### config.mk
export PLATFORM = sky130hd
export DESIGN_NAME = mem_port_arbiter_flat
export DESIGN_NICKNAME = d
export VERILOG_FILES = /design/src/rtl/mem_port_arbiter_if.sv /design/src/rtl/mem_port_arbiter.sv /design/src/flat_wrapper.sv
export SDC_FILE = /design/constraint.sdc
export NUM_CORES = 1
export LEC_CHECK = 0
export ABC_AREA = 0
export ABC_CLOCK_PERIOD_IN_PS = 2150
export BUFFER_PORTS_ARGS = -buffer_cell sky130_fd_sc_hd__buf_2
export CELL_PAD_IN_SITES_DETAIL_PLACEMENT = 1
export CELL_PAD_IN_SITES_GLOBAL_PLACEMENT = 2
export CORE_MARGIN = 4
export CORE_UTILIZATION = 29
export DETAILED_ROUTE_END_ITERATION = 12
export GPL_ROUTABILITY_DRIVEN = 0
export PLACE_DENSITY_LB_ADDON = 0.1
export SLEW_MARGIN = 10
export SYNTH_ARGS = -nofsm -noshare
export SYNTH_HDL_FRONTEND = slang
export SYNTH_SLANG_ARGS = --single-unit
### constraint.sdc
create_clock -name clk -period 2.15 [get_ports clk]
set_input_delay 0.1075 -clock clk [delete_from_list [all_inputs] [get_ports clk]]
set_output_delay 0.1075 -clock clk [all_outputs]
set_load 0.005 [all_outputs]
### src/rtl/mem_port_arbiter_if.sv
// rtl/mem_port_arbiter_if.sv - IF/MEM request bundle plus shared memory port for mem_port_arbiter
//
// Ports (slave = arbiter side, master = pipeline + memory side):
//   fetch : if_req, if_addr -> if_done, if_rdata, if_stall
//   data  : d_req, d_we, d_addr, d_wdata, d_be -> d_done, d_rdata, d_stall
//   memory: m_en, m_we, m_addr, m_wdata, m_be -> m_rdata
interface mem_port_arbiter_if;
    logic        if_req;
    logic [31:0] if_addr;
    logic        if_done;
    logic [31:0] if_rdata;
    logic        if_stall;

    logic        d_req;
    logic        d_we;
    logic [31:0] d_addr;
    logic [31:0] d_wdata;
    logic [3:0]  d_be;
    logic        d_done;
    logic [31:0] d_rdata;
    logic        d_stall;

    logic        m_en;
    logic        m_we;
    logic [31:0] m_addr;
    logic [31:0] m_wdata;
    logic [3:0]  m_be;
    logic [31:0] m_rdata;

    modport slave (
        input  if_req, if_addr,
        input  d_req, d_we, d_addr, d_wdata, d_be,
        input  m_rdata,
        output if_done, if_rdata, if_stall,
        output d_done, d_rdata, d_stall,
        output m_en, m_we, m_addr, m_wdata, m_be
    );

    modport master (
        output if_req, if_addr,
        output d_req, d_we, d_addr, d_wdata, d_be,
        output m_rdata,
        input  if_done, if_rdata, if_stall,
        input  d_done, d_rdata, d_stall,
        input  m_en, m_we, m_addr, m_wdata, m_be
    );
endinterface

### src/rtl/mem_port_arbiter.sv
// rtl/mem_port_arbiter.sv - shared memory port arbiter/sequencer for the IF and MEM stages
//
// Serves one access at a time to a fixed-latency synchronous memory. Data has
// priority; after STARVE_MAX consecutive data grants with fetch waiting, fetch
// wins the next tie.
//
// Ports:
//   clk  - clock, rising edge
//   rstn - asynchronous active-low reset
//   bus  - mem_port_arbiter_if.slave: fetch request/response, data
//          request/response, stall outputs and the memory port
module mem_port_arbiter #(
    parameter int MEM_LAT    = 2,
    parameter int STARVE_MAX = 4
) (
    input  logic                  clk,
    input  logic                  rstn,
    mem_port_arbiter_if.slave     bus
);
    localparam int SW = $clog2(STARVE_MAX + 1);
    localparam int CW = (MEM_LAT > 1) ? $clog2(MEM_LAT) : 1;
    localparam logic [SW-1:0] STARVE_LIM = SW'(STARVE_MAX);
    localparam logic [CW-1:0] WAIT_LOAD  = CW'(MEM_LAT - 1);

    typedef enum logic [1:0] {
        IDLE  = 2'd0,
        ISSUE = 2'd1,
        WAIT  = 2'd2,
        RESP  = 2'd3
    } state_t;

    state_t        state;
    logic [SW-1:0] starve_cnt;
    logic [CW-1:0] wait_cnt;
    // Owner of the access in flight, and whether it is a store. The store flag
    // is kept separately because m_we drops after ISSUE.
    logic          owner_data;
    logic          owner_store;

    logic any_req;
    logic grant_data;

    assign any_req    = bus.if_req | bus.d_req;
    // Data wins unless fetch is also waiting and has been passed over
    // STARVE_MAX times in a row.
    assign grant_data = bus.d_req & (~bus.if_req | (starve_cnt != STARVE_LIM));

    assign bus.if_stall = bus.if_req & ~bus.if_done;
    assign bus.d_stall  = bus.d_req & ~bus.d_done;

    always_ff @(posedge clk or negedge rstn) begin
        if (!rstn) begin
            state        <= IDLE;
            starve_cnt   <= '0;
            wait_cnt     <= '0;
            owner_data   <= 1'b0;
            owner_store  <= 1'b0;
            bus.if_done  <= 1'b0;
            bus.d_done   <= 1'b0;
            bus.if_rdata <= '0;
            bus.d_rdata  <= '0;
            bus.m_en     <= 1'b0;
            bus.m_we     <= 1'b0;
            bus.m_addr   <= '0;
            bus.m_wdata  <= '0;
            bus.m_be     <= '0;
        end else begin
            // Strobes are single-cycle; only the IDLE grant and the last
            // WAIT edge raise them for the following cycle.
            bus.m_en    <= 1'b0;
            bus.m_we    <= 1'b0;
            bus.if_done <= 1'b0;
            bus.d_done  <= 1'b0;

            case (state)
                IDLE: begin
                    if (any_req) begin
                        state      <= ISSUE;
                        bus.m_en   <= 1'b1;
                        owner_data <= grant_data;
                        if (grant_data) begin
                            owner_store <= bus.d_we;
                            bus.m_we    <= bus.d_we;
                            bus.m_addr  <= bus.d_addr;
                            bus.m_wdata <= bus.d_wdata;
                            bus.m_be    <= bus.d_be;
                            if (!bus.if_req) begin
                                starve_cnt <= '0;
                            end else if (starve_cnt != STARVE_LIM) begin
                                starve_cnt <= starve_cnt + 1'b1;
                            end
                        end else begin
                            owner_store <= 1'b0;
                            bus.m_we    <= 1'b0;
                            bus.m_addr  <= bus.if_addr;
                            bus.m_wdata <= '0;
                            bus.m_be    <= 4'hF;
                            starve_cnt  <= '0;
                        end
                    end
                end

                ISSUE: begin
                    state    <= WAIT;
                    wait_cnt <= WAIT_LOAD;
                end

                WAIT: begin
                    if (wait_cnt == '0) begin
                        // m_rdata is valid exactly on this closing edge.
                        state <= RESP;
                        if (owner_data) begin
                            bus.d_done <= 1'b1;
                            if (!owner_store) begin
                                bus.d_rdata <= bus.m_rdata;
                            end
                        end else begin
                            bus.if_done  <= 1'b1;
                            bus.if_rdata <= bus.m_rdata;
                        end
                    end else begin
                        wait_cnt <= wait_cnt - 1'b1;
                    end
                end

                RESP: begin
                    // The finished requester's req is still stale here, so
                    // arbitration waits for IDLE.
                    state <= IDLE;
                end

                default: state <= IDLE;
            endcase
        end
    end

    a_en_only_in_issue: assert property (@(posedge clk) disable iff (!rstn)
        bus.m_en |-> (state == ISSUE));

    a_done_exclusive: assert property (@(posedge clk) disable iff (!rstn)
        !(bus.if_done && bus.d_done));

endmodule

### src/flat_wrapper.sv
// flat-port wrapper written by rule: the top's interface ports become plain ports
module mem_port_arbiter_flat 
#(
    parameter int MEM_LAT    = 2,
    parameter int STARVE_MAX = 4
)
  (clk, rstn, bus_if_req, bus_if_addr, bus_d_req, bus_d_we, bus_d_addr, bus_d_wdata, bus_d_be, bus_m_rdata, bus_if_done, bus_if_rdata, bus_if_stall, bus_d_done, bus_d_rdata, bus_d_stall, bus_m_en, bus_m_we, bus_m_addr, bus_m_wdata, bus_m_be);
  mem_port_arbiter_if bus_i ();
  input  logic clk;
  input  logic rstn;
  input wire logic [$bits(bus_i.if_req)-1:0] bus_if_req;
  input wire logic [$bits(bus_i.if_addr)-1:0] bus_if_addr;
  input wire logic [$bits(bus_i.d_req)-1:0] bus_d_req;
  input wire logic [$bits(bus_i.d_we)-1:0] bus_d_we;
  input wire logic [$bits(bus_i.d_addr)-1:0] bus_d_addr;
  input wire logic [$bits(bus_i.d_wdata)-1:0] bus_d_wdata;
  input wire logic [$bits(bus_i.d_be)-1:0] bus_d_be;
  input wire logic [$bits(bus_i.m_rdata)-1:0] bus_m_rdata;
  output wire logic [$bits(bus_i.if_done)-1:0] bus_if_done;
  output wire logic [$bits(bus_i.if_rdata)-1:0] bus_if_rdata;
  output wire logic [$bits(bus_i.if_stall)-1:0] bus_if_stall;
  output wire logic [$bits(bus_i.d_done)-1:0] bus_d_done;
  output wire logic [$bits(bus_i.d_rdata)-1:0] bus_d_rdata;
  output wire logic [$bits(bus_i.d_stall)-1:0] bus_d_stall;
  output wire logic [$bits(bus_i.m_en)-1:0] bus_m_en;
  output wire logic [$bits(bus_i.m_we)-1:0] bus_m_we;
  output wire logic [$bits(bus_i.m_addr)-1:0] bus_m_addr;
  output wire logic [$bits(bus_i.m_wdata)-1:0] bus_m_wdata;
  output wire logic [$bits(bus_i.m_be)-1:0] bus_m_be;
  assign bus_i.if_req = bus_if_req;
  assign bus_i.if_addr = bus_if_addr;
  assign bus_i.d_req = bus_d_req;
  assign bus_i.d_we = bus_d_we;
  assign bus_i.d_addr = bus_d_addr;
  assign bus_i.d_wdata = bus_d_wdata;
  assign bus_i.d_be = bus_d_be;
  assign bus_i.m_rdata = bus_m_rdata;
  assign bus_if_done = bus_i.if_done;
  assign bus_if_rdata = bus_i.if_rdata;
  assign bus_if_stall = bus_i.if_stall;
  assign bus_d_done = bus_i.d_done;
  assign bus_d_rdata = bus_i.d_rdata;
  assign bus_d_stall = bus_i.d_stall;
  assign bus_m_en = bus_i.m_en;
  assign bus_m_we = bus_i.m_we;
  assign bus_m_addr = bus_i.m_addr;
  assign bus_m_wdata = bus_i.m_wdata;
  assign bus_m_be = bus_i.m_be;
  mem_port_arbiter #(.MEM_LAT(MEM_LAT), .STARVE_MAX(STARVE_MAX)) u_core (.clk(clk), .rstn(rstn), .bus(bus_i));
endmodule
==> results.yml <==
worst_hold_path:
  hold_path.class: "input port to register"
  min_path_cells: 2
placement:
  place_hpwl_um: 13000
  pre_cts_slack_ns: 0.288
  io_buffers: 274
setup_path:
  slowest_delay_ns: 0.38
  critPathArrivalTime_ns: 2.15
  worstSetupEndpointType: "register"
  critPathKind: "register to register"
  cpMaxStageDelayCell: "dfrtp_1"
  crit_path_cell_trace: "inv_1, ha_1, and3b_1, nor2b_4, buf_12, mux2_2"
  cp-start-kind: "register"
  reg2reg_depth: 6
  path_depth: 6
  critPathTopFamily: "flip-flops"
  cp.required_ns: 2.45
  cp_max_fo: 32
  critPathBufInv: 2
synthesis:
  synth_most_common_cell: "dfrtp_1"
  ys_top_cells_by_count: "dfrtp_1, nand2_1, mux2_2"
  synth_top_area_share_pct: 60.7
  synth_edf_count: 0
  synth_ff_type: "dfrtp_1"
  yosys_register_bits: 144
  netlist_area_mm2: 0.00594
  yosysSeqAreaShare_pct: 60.7
  synth_fp_nets: 587
  syn-mean-instance-area_um2: 13.3
  netlist_instances: 446
  ys_warn_count: 0
  synth_area_leaders: "dfrtp_1, mux2_4, mux2_2, a22o_1, nand2_1"
  synth_cell_types: 34
  async_flop_share_pct: 100
  synth.largest_area_cell: "dfrtp_1"
finish:
  insertedDiodeCount: 0
  layout-drive-gt1-share_pct: 45.4
  fill_cells: 2208
  finalNetCount: 990
  syn_to_final_growth_pct: 60.8
  final_core_util_pct: 47.3
floorplan:
  rows: 52
  die_h_um: 151
  io_pins: 275
  initial_core_util_pct: 29.4
  die_area_mm2: 0.0228
  fp.dieW_um: 151
  core_mm2: 0.0202
detailed_routing:
  route.detailed.drc: 0
  routed_wl_um: 20200
  viasPerCell: 4.63
  antenna_left: 0
  drt_iter0_markers: 94
  drtPass1Iterations: 4
  vias: 5242
  routedWlPerCell_um: 17.8
timing:
  setup_violations: 0
  min_period_ns: 1.85
  final-hold-violation-count: 0
  fmax_mhz: 542
  rsz0062_at_grt: "no"
  fin_ws_ns: 0.305
  worstMarginPinSlew_ns: 0.791
  finClkSkew_ns: 0.0124
  max_slew_margin_pct: 47.3
  tns_ns: 0
  period_share_pct: 85.8
  final_max_slew_viol_count: 0
clocking:
  cts_root_buf: "clkbuf_16"
  clk_pin_slew_ns: 0.06
  htree_levels: 4
  clk-insertion-delay-late_ns: 0.42
  cts_setup_buffers: 0
  cts-buffers-inserted: 17
  cts_sinks: 144
  cts_tree: "yes"
  clockBufferDepth: 2
grt:
  grt_first_pass_wirelength_um: 31900
  grt_overflow: 0
  grt_pass1_vias: 5923
  grt_util_all_layers_pct: 17.9
  grt_max_degree: 69
  antenna_found_initial: 1
pwr:
  p_clk_share_pct: 24.4
  power_leakage_nw: 4.64
  ir_worst_vdd_uv: 572
  p_per_area_mw_per_mm2: 1280
  p_sw_mw: 4.11
  comb_power_share_pct: 37.6
  p_int_mw: 8.14
  swShare_pct: 33.5
  seqPwrFrac_pct: 38.0
status:
  outcome: "complete, no violations"
job:
  drv_cap: 0
==> per-layer routing <==
metal  wire length [um]  up-vias  GRT usage, %
met5                 13        -             0
met4                416        2          5.89
met3               1430       33          5.60
met2              10100      192          30.3
met1               8190     2592          21.8
li1                   -     2423             -
==> worst reg2reg max path: cells and delay by family (launching register included) <==
family	cells	cell delay (ns)
AND/OR/NAND/NOR	2	0.36
buffers and inverters	2	0.36
adder cells (fa/ha/maj)	1	0.24
multiplexers	1	0.39
flip-flops	1	0.38
==> worst paths after layout <==
kind                                                  start                            endpoint  slack (ns)
max in group asynchronous                              rstn    u_core.starve_cnt[2]$_DFFE_PN0P_        1.17
hold / removal                                   bus_if_req    u_core.starve_cnt[0]$_DFFE_PN0P_        0.14
hold reg to reg            u_core.bus.m_addr[3]$_DFFE_PN0P_    u_core.bus.m_addr[3]$_DFFE_PN0P_        0.49
setup reg to reg                u_core.state[0]$_DFFE_PN0P_  u_core.bus.d_rdata[31]$_DFFE_PN0P_        0.30
setup / recovery                u_core.state[0]$_DFFE_PN0P_  u_core.bus.d_rdata[31]$_DFFE_PN0P_        0.30
min in group asynchronous                              rstn  u_core.bus.if_rdata[7]$_DFFE_PN0P_        0.20
==> timing repair <==
item | CTS | global route
gates resized for setup | 0 | 0
setup endpoints to repair | 0 | 0
hold buffers | 134 | 0
endpoints found under the hold margin | 189 | 0
==> area by class of cell <==
class / count / area (um^2) / area share (%)
clock buffers: 17 / 425 / 4.46
well taps: 270 / 338 / 3.54
multi-input cells: 258 / 2090 / 21.9
repair buffers: 422 / 2900 / 30.4
clock inverters: 15 / 168 / 1.76
flip-flops and latches: 144 / 3600 / 37.7
inverters: 6 / 22.5 / 0.236
==> layout by cell type, fill, tap and decap left out, types with 4 or more instances in the layout <==
cell	netlist	routed
nand4_1	32	32
clkbuf_16	0	17
inv_6	0	5
inv_1	5	5
nand2_1	66	66
dfrtp_1	144	144
inv_8	0	5
ha_1	4	4
a22o_1	33	33
mux2_4	30	30
buf_2	15	273
buf_12	3	6
mux2_2	35	35
o211ai_1	32	32
dlygate4sd3_1	0	134
buf_4	4	8
o22a_1	5	5
==> power groups by stage <==
stage	clock network, mW	logic, mW	registers (mW)
2_1_floorplan	0	2.30	4.73
3_3_place_gp	0	4.38	4.65
3_5_place_dp	0	4.52	4.67
4_1_cts	3.08	4.71	4.66
5_1_grt	3.22	5.08	4.83
6_report	2.99	4.61	4.65
==> sequential cells by signal (all words and copies together), names as in the netlist <==
register	cells
u_core.bus.m_addr	32
u_core.bus.m_en	1
u_core.bus.d_rdata	32
u_core.owner_data	1
u_core.bus.m_be	4
u_core.bus.m_we	1
u_core.bus.if_rdata	32
u_core.wait_cnt	1
u_core.starve_cnt	3
u_core.bus.if_done	1
u_core.bus.d_done	1
u_core.owner_store	1
u_core.bus.m_wdata	32
u_core.state	2
==> cells by family after synthesis <==
| family | Yosys count | share of synthesized area [%] |
|---|---|---|
| simple gates | 112 | 9.27 |
| flops | 144 | 60.7 |
| compound gates | 76 | 10.5 |
| mux | 66 | 14.4 |
| fa+ha+maj | 4 | 0.843 |
| buf+inv | 44 | 4.30 |
==> through the flow <==
step / hold slack (ns) / power, mW / area [um^2] / cells
after detailed placement: 0.109 / 9.19 / 7610 / 966
after global routing: 0.134 / 13.1 / 9550 / 1132
after floorplan: -0.188 / 7.03 / 5940 / 446
final: 0.137 / 12.3 / 9550 / 1132
after CTS: 0.110 / 12.5 / 9550 / 1132
after global placement: 0.105 / 9.03 / 7610 / 966
(Power assumes the default switching activity.)
